## src/rtl/wm8731_pkg.sv

```systemverilog
// Shared types and constants for the WM8731-style I2C control-port target.
package wm8731_pkg;

  typedef enum logic [3:0] {
    S_IDLE,
    S_ADDR,
    S_ACK0,
    S_BYTE1,
    S_ACK1,
    S_BYTE2,
    S_ACK2,
    S_EXTRA,
    S_IGNORE
  } state_t;

  localparam int REG_LLINE  = 0;
  localparam int REG_RLINE  = 1;
  localparam int REG_LOUT   = 2;
  localparam int REG_ROUT   = 3;
  localparam int REG_APATH  = 4;
  localparam int REG_DPATH  = 5;
  localparam int REG_POWER  = 6;
  localparam int REG_DAIF   = 7;
  localparam int REG_SAMPLE = 8;
  localparam int REG_ACTIVE = 9;
  localparam int REG_RESET  = 15;

  localparam logic [7:0] ADDR_BYTE_W = 8'h34;

  // Element i holds the power-on value of register i (index 0 is the LSB slice).
  localparam logic [9:0][8:0] WM_DEFAULTS = {
    9'h000, 9'h000, 9'h00A, 9'h09F, 9'h008,
    9'h00A, 9'h079, 9'h079, 9'h097, 9'h097
  };

  function automatic logic [15:0][8:0] reg_defaults();
    logic [15:0][8:0] r;
    r = '0;
    for (int i = 0; i < 10; i++) r[i] = WM_DEFAULTS[i];
    return r;
  endfunction

endpackage

```

## src/rtl/i2c_line_sync.sv

```systemverilog
// Synchronizes SCL/SDA into the system clock domain and flags edges, START and STOP.
module i2c_line_sync #(
  parameter int SYNC_STAGES = 2
) (
  input  logic i_clk,
  input  logic i_rst,
  input  logic i_scl,
  input  logic i_sda,
  output logic o_scl_rise,
  output logic o_scl_fall,
  output logic o_start,
  output logic o_stop,
  output logic o_sda
);

  logic [SYNC_STAGES-1:0] scl_sync_q, scl_sync_d, sda_sync_q, sda_sync_d;
  logic scl_hist_q, scl_hist_d, sda_hist_q, sda_hist_d;
  logic scl_s, sda_s;

  assign scl_s = scl_sync_q[SYNC_STAGES-1];
  assign sda_s = sda_sync_q[SYNC_STAGES-1];

  always_comb begin
    scl_sync_d = {scl_sync_q[SYNC_STAGES-2:0], i_scl};
    sda_sync_d = {sda_sync_q[SYNC_STAGES-2:0], i_sda};
    scl_hist_d = scl_s;
    sda_hist_d = sda_s;
  end

  // Idle bus is high on both lines; reset there so no false START/STOP appears.
  always_ff @(posedge i_clk) begin
    if (i_rst) begin
      scl_sync_q <= '1;
      sda_sync_q <= '1;
      scl_hist_q <= 1'b1;
      sda_hist_q <= 1'b1;
    end else begin
      scl_sync_q <= scl_sync_d;
      sda_sync_q <= sda_sync_d;
      scl_hist_q <= scl_hist_d;
      sda_hist_q <= sda_hist_d;
    end
  end

  assign o_scl_rise = scl_s & ~scl_hist_q;
  assign o_scl_fall = ~scl_s & scl_hist_q;
  assign o_start    = scl_s & scl_hist_q & sda_hist_q & ~sda_s;
  assign o_stop     = scl_s & scl_hist_q & ~sda_hist_q & sda_s;
  assign o_sda      = sda_s;

endmodule

```

## src/rtl/i2c_codec_target.sv

```systemverilog
// WM8731 control-port I2C target: ACKs 3-byte write frames and strobes one register write per frame.
// Define I2C_TGT_REGFILE_EN to build the 16x9 shadow register file behind o_rd_data.
module i2c_codec_target
  import wm8731_pkg::*;
#(
  parameter logic [6:0] DEV_ADDR    = 7'h1A,
  parameter int         SYNC_STAGES = 2
) (
  input  logic       i_clk,
  input  logic       i_rst,
  input  logic       i_scl,
  input  logic       i_sda,
  output logic       o_sda_oen,
  output logic       o_wr_valid,
  output logic [6:0] o_wr_addr,
  output logic [8:0] o_wr_data,
  output logic       o_busy,
  output logic       o_err,
  input  logic [3:0] i_rd_addr,
  output logic [8:0] o_rd_data
);

  logic scl_rise, scl_fall, start, stop, sda_s;

  i2c_line_sync #(.SYNC_STAGES(SYNC_STAGES)) u_sync (
    .i_clk     (i_clk),
    .i_rst     (i_rst),
    .i_scl     (i_scl),
    .i_sda     (i_sda),
    .o_scl_rise(scl_rise),
    .o_scl_fall(scl_fall),
    .o_start   (start),
    .o_stop    (stop),
    .o_sda     (sda_s)
  );

  state_t     state_q, state_d;
  logic [3:0] cnt_q, cnt_d;
  logic [7:0] shift_q, shift_d;
  logic [7:0] byte1_q, byte1_d;
  logic       oen_q, oen_d;
  logic       wr_valid_q, wr_valid_d;
  logic [6:0] wr_addr_q, wr_addr_d;
  logic [8:0] wr_data_q, wr_data_d;
  logic       busy_q, busy_d;
  logic       err_q, err_d;
  logic [7:0] rx_byte;

  assign rx_byte = {shift_q[6:0], sda_s};

  always_comb begin
    state_d    = state_q;
    cnt_d      = cnt_q;
    shift_d    = shift_q;
    byte1_d    = byte1_q;
    oen_d      = oen_q;
    wr_valid_d = 1'b0;
    wr_addr_d  = wr_addr_q;
    wr_data_d  = wr_data_q;
    busy_d     = busy_q;
    err_d      = 1'b0;
    // Bus conditions take priority over bit sampling.
    if (start) begin
      state_d = S_ADDR;
      cnt_d   = '0;
      oen_d   = 1'b0;
      busy_d  = 1'b1;
    end else if (stop) begin
      state_d = S_IDLE;
      cnt_d   = '0;
      oen_d   = 1'b0;
      busy_d  = 1'b0;
      err_d   = state_q inside {S_ADDR, S_ACK0, S_BYTE1, S_ACK1, S_BYTE2, S_ACK2};
    end else begin
      unique case (state_q)
        S_ADDR, S_BYTE1, S_BYTE2: begin
          if (scl_rise) begin
            shift_d = rx_byte;
            cnt_d   = cnt_q + 4'd1;
            if (cnt_q == 4'd7) begin
              cnt_d = '0;
              if (state_q == S_ADDR) begin
                if (rx_byte == {DEV_ADDR, 1'b0}) state_d = S_ACK0;
                else begin
                  state_d = S_IGNORE;
                  err_d   = 1'b1;
                end
              end else if (state_q == S_BYTE1) begin
                byte1_d = rx_byte;
                state_d = S_ACK1;
              end else begin
                state_d = S_ACK2;
              end
            end
          end
        end
        // First SCL fall drives the ACK, second one ends the 9th clock.
        S_ACK0, S_ACK1, S_ACK2: begin
          if (scl_fall) begin
            if (!oen_q) begin
              oen_d = 1'b1;
              if (state_q == S_ACK2) begin
                wr_valid_d = 1'b1;
                wr_addr_d  = byte1_q[7:1];
                wr_data_d  = {byte1_q[0], shift_q};
              end
            end else begin
              oen_d   = 1'b0;
              state_d = (state_q == S_ACK0) ? S_BYTE1 :
                        (state_q == S_ACK1) ? S_BYTE2 : S_EXTRA;
            end
          end
        end
        // Extra bytes are counted through their 9th clock and left unacknowledged.
        S_EXTRA: begin
          if (scl_rise) begin
            cnt_d = (cnt_q == 4'd8) ? 4'd0 : cnt_q + 4'd1;
            err_d = (cnt_q == 4'd7);
          end
        end
        default: ;
      endcase
    end
  end

  always_ff @(posedge i_clk) begin
    if (i_rst) begin
      state_q    <= S_IDLE;
      cnt_q      <= '0;
      shift_q    <= '0;
      byte1_q    <= '0;
      oen_q      <= 1'b0;
      wr_valid_q <= 1'b0;
      wr_addr_q  <= '0;
      wr_data_q  <= '0;
      busy_q     <= 1'b0;
      err_q      <= 1'b0;
    end else begin
      state_q    <= state_d;
      cnt_q      <= cnt_d;
      shift_q    <= shift_d;
      byte1_q    <= byte1_d;
      oen_q      <= oen_d;
      wr_valid_q <= wr_valid_d;
      wr_addr_q  <= wr_addr_d;
      wr_data_q  <= wr_data_d;
      busy_q     <= busy_d;
      err_q      <= err_d;
    end
  end

  assign o_sda_oen  = oen_q;
  assign o_wr_valid = wr_valid_q;
  assign o_wr_addr  = wr_addr_q;
  assign o_wr_data  = wr_data_q;
  assign o_busy     = busy_q;
  assign o_err      = err_q;

`ifdef I2C_TGT_REGFILE_EN
  logic [15:0][8:0] regs_q, regs_d;

  always_comb begin
    regs_d = regs_q;
    if (wr_valid_q) begin
      if (wr_addr_q <= 7'(REG_ACTIVE)) regs_d[wr_addr_q[3:0]] = wr_data_q;
      else if (wr_addr_q == 7'(REG_RESET)) regs_d = reg_defaults();
    end
  end

  always_ff @(posedge i_clk) begin
    if (i_rst) regs_q <= reg_defaults();
    else       regs_q <= regs_d;
  end

  assign o_rd_data = regs_q[i_rd_addr];
`else
  logic unused_rd;
  assign unused_rd = ^i_rd_addr;
  assign o_rd_data = '0;
`endif

endmodule

```

## config.mk

```make
export PLATFORM = sky130hd
export DESIGN_NAME = i2c_codec_target
export DESIGN_NICKNAME = d
export VERILOG_FILES = /design/src/rtl/wm8731_pkg.sv /design/src/rtl/i2c_line_sync.sv /design/src/rtl/i2c_codec_target.sv
export SDC_FILE = /design/constraint.sdc
export NUM_CORES = 1
export LEC_CHECK = 0
export CAP_MARGIN = 30
export CORE_MARGIN = 4
export CORE_UTILIZATION = 40
export DETAILED_ROUTE_END_ITERATION = 6
export GPL_ROUTABILITY_DRIVEN = 0
export GPL_TIMING_DRIVEN = 0
export PLACE_DENSITY = 0.7
export SYNTH_ARGS = -nofsm -noshare
export SYNTH_HDL_FRONTEND = slang
export SYNTH_SLANG_ARGS = --single-unit
```

## constraint.sdc

```tcl
create_clock -name i_clk -period 3.55 [get_ports i_clk]
set_clock_uncertainty 0.1 [all_clocks]
set_input_delay 0.71 -clock i_clk [delete_from_list [all_inputs] [get_ports i_clk]]
set_output_delay 0.71 -clock i_clk [all_outputs]
set_load 0.02 [all_outputs]
```

==> Yosys cells after proc, flatten, opt, wreduce, memory -nomap -nowiden <==
Index checks and enable logic that the tools add are counted.
{ "totals": {"reg_bits": 50, "in_bits": 8, "out_inout_bits": 29, "wordCells": 97} }
{ "op_classes": {"add_sub_neg": 1, "n_eq_ne": 19, "n_mux": 28, "bitwise": 17, "n_reduce_logical": 17} }
{ "ops": {"columns": ["cell", "n"], "rows": [
  ["2-to-1 mux 4 bit", 10],
  ["== test 4 x 3 -> 1 bit (second input constant)", 5],
  ["!= test 4 bit (second input constant)", 4],
  ["one-hot mux 4 bit (2 select lines)", 2],
  ["2-to-1 mux 1 bit", 12],
  ["!= test 2 bit (second input constant)", 5],
  ["NOT 1 bit", 10],
  ["AND reduction 5 bit", 2],
  ["OR reduction 3 bit", 3],
  ["== test 4 x 2 -> 1 bit (second input constant)", 2],
  ["== test 8 x 6 -> 1 bit (second input constant)", 1],
  ["AND 1 bit", 7],
  ["AND reduction 7 bit", 1],
  ["AND reduction 6 bit", 1],
  ["nonzero test 2 bit", 3],
  ["nonzero test 6 bit", 1],
  ["OR reduction 6 bit", 1],
  ["adder 4 x 1 -> 4 bit (second input constant)", 1],
  ["== test 4 x 1 -> 1 bit (second input constant)", 1],
  ["== test 4 bit (second input constant)", 1],
  ["2-to-1 mux 2 bit", 2],
  ["AND reduction 4 bit", 1],
  ["nonzero test 4 bit", 1],
  ["2-to-1 mux 3 bit", 1],
  ["4 further kinds", 4]
]} }

==> Logic depth before layout (Yosys ltp) <==
{ "logic_depth": {"depth_word": 8, "depth_mapped": 7, "mapped_depth_nobuf": 6} }

==> Hierarchy <==
Synthesis repeated with hierarchy kept, for this count alone.
{ "hier_totals": {"hier_cells": 215, "hier_area_um2": 2095.8} }
{ "by_module_without_submodules": {"columns": ["mod", "n_inst", "cells_each", "area_per_inst_um2", "seq_area_each_um2"], "rows": [
  ["i2c_codec_target", 1, 199, 1905.6, 880.8],
  ["i2c_line_sync", 1, 16, 190.2, 120.1]
]} }

==> Worst setup path before layout <==
Ideal clock, no wire load.
{ "synth_path": {"path_type": "reg-to-reg", "start": "register cnt_q[0]", "end": "register byte1_q[0]", "setup_time_ns": 0.128, "t_arrival_ns": 1.500, "setup_slack_ns": 1.823, "path_stages_with_launch": 6, "path_buffers": 0, "path_cell_list": "dfxtp_1 > ha_1 > nand3b_1 > nor4_4 > mux2i_1 > nor2_1"} }
{ "synth_via": {"elab_chain_cells": 2} }
{ "synth_lines": {"columns": ["element", "line", "source"], "rows": [
  ["start, declared", "i2c_codec_target.sv:38", "logic [3:0] cnt_q, cnt_d;"],
  ["start signal, assigned", "i2c_codec_target.sv:140", "cnt_q <= cnt_d;"],
  ["== test 4 x 3 -> 1 bit", "i2c_codec_target.sv:80", "if (cnt_q == 4'd7) begin"],
  ["AND reduction 7 bit (no line)", null, null],
  ["end signal, assigned", "i2c_codec_target.sv:142", "byte1_q <= byte1_d;"],
  ["end, declared", "i2c_codec_target.sv:40", "logic [7:0] byte1_q, byte1_d;"]
]} }
Every way passes these cells.
A chain may end at the register's enable or synchronous reset.

==> Final worst setup path <==
{ "layout_path": {"start": "register oen_q, in the netlist o_sda_oen", "end": "output o_sda_oen"} }
{ "layout_lines": {"columns": ["element", "line", "source"], "rows": [
  ["start, declared", "i2c_codec_target.sv:41", "logic oen_q, oen_d;"],
  ["start signal, assigned", "i2c_codec_target.sv:143", "oen_q <= oen_d;"],
  ["end, declared", "i2c_codec_target.sv:13", "output logic o_sda_oen,"]
]} }
No word-level cell between the ends.

==> metrics.md <==
| Metric | Value |
|---|---|
| Setup Viol. Count Final | 0 |
| Critical Path Max Stage Delay | 0.62 ns |
| Drt first pass iters | 4 |
| Final Hold Viols | 0 |
| Period minus WS final | 2.13 ns |
| Clk Tree Root Cell | clkbuf_8 |
| Reg2reg start | cnt_q[0]$_SDFFE_PP0P_ |
| Via/cell ratio | 4.80 |
| FF+latch count, synth | 50 |
| Synth async-reset ratio | 0% |
| Switching power | 0.000206 W |
| Final HPWL DP | 2.77 mm |
| Max clock buf depth | 2 |
| Initial Util | 41.3% |
| Slowest-stage cell, CP | clkdlybuf4s50_1 |
| Combinational Power Share | 5.3% |
| CTS Sinks | 50 |
| First-pass GRT wire length | 6.78 mm |
| Routed length per instance | 12.0 um |
| Vias in the first global route | 1447 |
| Area Growth Syn to Fin | 19.7% |
| Final Util | 49.5% |
| Fin nets | 268 |
| Routed Antenna Nets | 0 |
| Most numerous cell in the Yosys netlist | dfxtp_1 |
| Largest net degree at the start of global routing | 15 |
| H-tree levels | 2 |
| Clock network fraction of total power | 33.4% |
| Final instance area | 0.00254 mm^2 |
| Core area | 0.00514 mm^2 |
| EDFF count, synth | 0 |
| Hold Crit Start | u_sync.scl_sync_q[0]$_SDFF_PP1_ |
| Tot Pwr | 0.000925 W |
| Synth top area share | 47.1% |
| Post-synth cell types | 41 |
| Detailed Route Iter0 Violations | 50 |
| CP arrival | 1.32 ns |
| Mapped Avg Cell Area | 9.61 um^2 |
| Worst path buffer plus inverter count | 1 |
| CP Cell Sequence | clkdlybuf4s50_1 |
| Pwr per Cell Area | 364 mW/mm^2 |
| Placement Cell Area | 0.00246 mm^2 |
| Hold Path Sink | u_sync.scl_sync_q[1]$_SDFF_PP1_ |
| Post-CTS Hold Buffers | 0 |
| Status | finished, final reports clean |
| CTS clk-pin slew, worst paths | 0.08 ns |
| Cell accounting for the most synthesized area | dfxtp_1 |
| Ys flop type | dfxtp_1 |
| P_leak | 1.07 nW |
| Die height | 80.9 um |
| Seq pwr share | 61.3% |
| Final period utilization | 59.9% |
| Max-Cap Viols | 0 |
| Antenna Cells | 0 |
| I/O pin cnt | 37 |
| DRC violation count after routing | 0 |
| Worst slew margin | 49.0% |
| Maximum fanout along the worst path | 4 |
| Hold path cells | 1 |
| Worst Path Required | 2.74 ns |
| Final setup TNS | 0 ns |
| Post-Syn Instances | 221 |
| Post-CTS resize count | 0 |
| Number of buffers created by CTS | 5 |
| Worst R2R End | byte1_q[3]$_SDFFE_PP0P_ |
| Clk_lat worst skew | 0.30 ns |
| Core Rows | 26 |
| Die X | 80.9 um |
| I/O Buffers | 22 |
| Cell area after synthesis | 0.00212 mm^2 |
| Worst path depth | 1 |
| GR Util All Layers | 13.4% |
| Worst IR Drop VDD | 0.263 mV |
| Post-CTS setup buffer count | 0 |
| Maximum clock frequency | 0.470 GHz |
| R2R setup slack | 1.56 ns |
| Worst r2r path cells | 5 |
| CTS tree | built |
| Top cells by area, synth | dfxtp_1, mux2i_1, nor2_1 |
| Top delay family on crit path | buffers and inverters |
| Via Count | 1575 |
| Synthesis warning total | 0 |
| Register area share after synthesis | 47.1% |
| Antenna violations before repair | 0 |
| Total die area | 0.00654 mm^2 |
| Sw Ratio | 22.3% |
| Int Power | 0.000719 W |
| Final cell count without fillers | 328 |
| Total grt overflow | 0 |
| WL final | 3.95 mm |
| Least-Margin Pin Slew | 0.760 ns |
| Fin. max-slew vios | 0 |
| Share of layout cells above drive strength 1 | 14.3% |
| Post-synth top cells | dfxtp_1, nor2_1, mux2i_1, buf_4, nand2_1 |
| Placed cell count | 321 |
| RSZ-0062 raised after global routing | false |
| HP Class | reg2reg |
| Crit path capture type | output port |
| CP Class | reg2out |
| Critical path launch point type | register |
[layout by cell type, fill, tap and decap left out, types with 2 or more instances in the layout]
master and n:
a21oi_1 7, a311oi_1 2, a31o_2 2, a31oi_1 3, buf_2 6, buf_4 10, clkbuf_1 8, clkbuf_8 5
clkdlybuf4s50_1 22, conb_1 9, dfxtp_1 50, ha_1 2, inv_1 3, mux2i_1 33, nand2_1 8, nand3_1 4
nand3b_1 3, nand4b_1 3, nor2_1 43, nor3_1 3, o21ai_0 2, or2_2 6, or3_1 2, xor2_1 2
[cells by family after synthesis]
group | synth area share (%)
and+or+nand+nor | 20.2
DFF | 47.1
muxes | 16.1
adders and majority gates | 1.18
other | 0.177
AOI/OAI and AO/OA | 6.60
xor gates and xnor gates | 1.24
buffers and inverters | 7.42
[cell type report]
cell class              instances  area [um^2]
clock buffers                   6         72.6
well taps                      70         87.6
flip-flops and latches         50         1000
repair buffers                 22          220
fillers                       519         2600
clock inverters                 1         7.51
multi-input cells             151          996
inverters                       4         15.0
plain buffers                  24          143
[how the worst max path moves through the flow]
stage                                    endpoint                    from
after floorplan           byte1_q[0]$_SDFFE_PP0P_   cnt_q[0]$_SDFFE_PP0P_
after global placement    byte1_q[6]$_SDFFE_PP0P_   cnt_q[1]$_SDFFE_PP0P_
after detailed placement  byte1_q[2]$_SDFFE_PP0P_   cnt_q[1]$_SDFFE_PP0P_
after CTS                               o_sda_oen  o_sda_oen$_SDFFE_PP0P_
after global routing      byte1_q[2]$_SDFFE_PP0P_   cnt_q[0]$_SDFFE_PP0P_
final                                   o_sda_oen  o_sda_oen$_SDFFE_PP0P_
[routing by layer]
metal | vias to the layer above | track usage (%) | wire [um]
met4 | 0 | 5.57 | 55
met2 | 34 | 20.2 | 1690
li1 | 815 | - | -
met3 | 6 | 3.33 | 226
met5 | - | 0 | 0
met1 | 720 | 18.1 | 1980
[power by group through the flow]
stage | Combinational, W | Clock, W | Sequential (W)
after floorplan | 0.0000381 | 0 | 0.000580
after global placement | 0.0000485 | 0 | 0.000580
after detailed placement | 0.0000492 | 0 | 0.000580
after CTS | 0.0000492 | 0.000321 | 0.000566
after global routing | 0.0000538 | 0.000348 | 0.000567
final | 0.0000490 | 0.000309 | 0.000566
[registers in the layout, summed over array words and instances (netlist names)]
name	count
u_sync.sda_hist_q	1
o_wr_valid	1
o_err	1
u_sync.sda_sync_q	2
byte1_q	8
o_wr_data	9
u_sync.scl_hist_q	1
u_sync.scl_sync_q	2
o_wr_addr	7
o_sda_oen	1
shift_q	8
state_q	4
o_busy	1
cnt_q	4
[metrics by stage]
stage	hold WS [ns]	worst slack (ns)
after global routing	0.344	1.37
after floorplan	0.289	1.82
after detailed placement	0.299	1.53
after global placement	0.292	1.56
after CTS	0.320	1.40
final	0.315	1.42
(Power assumes the default switching activity.)
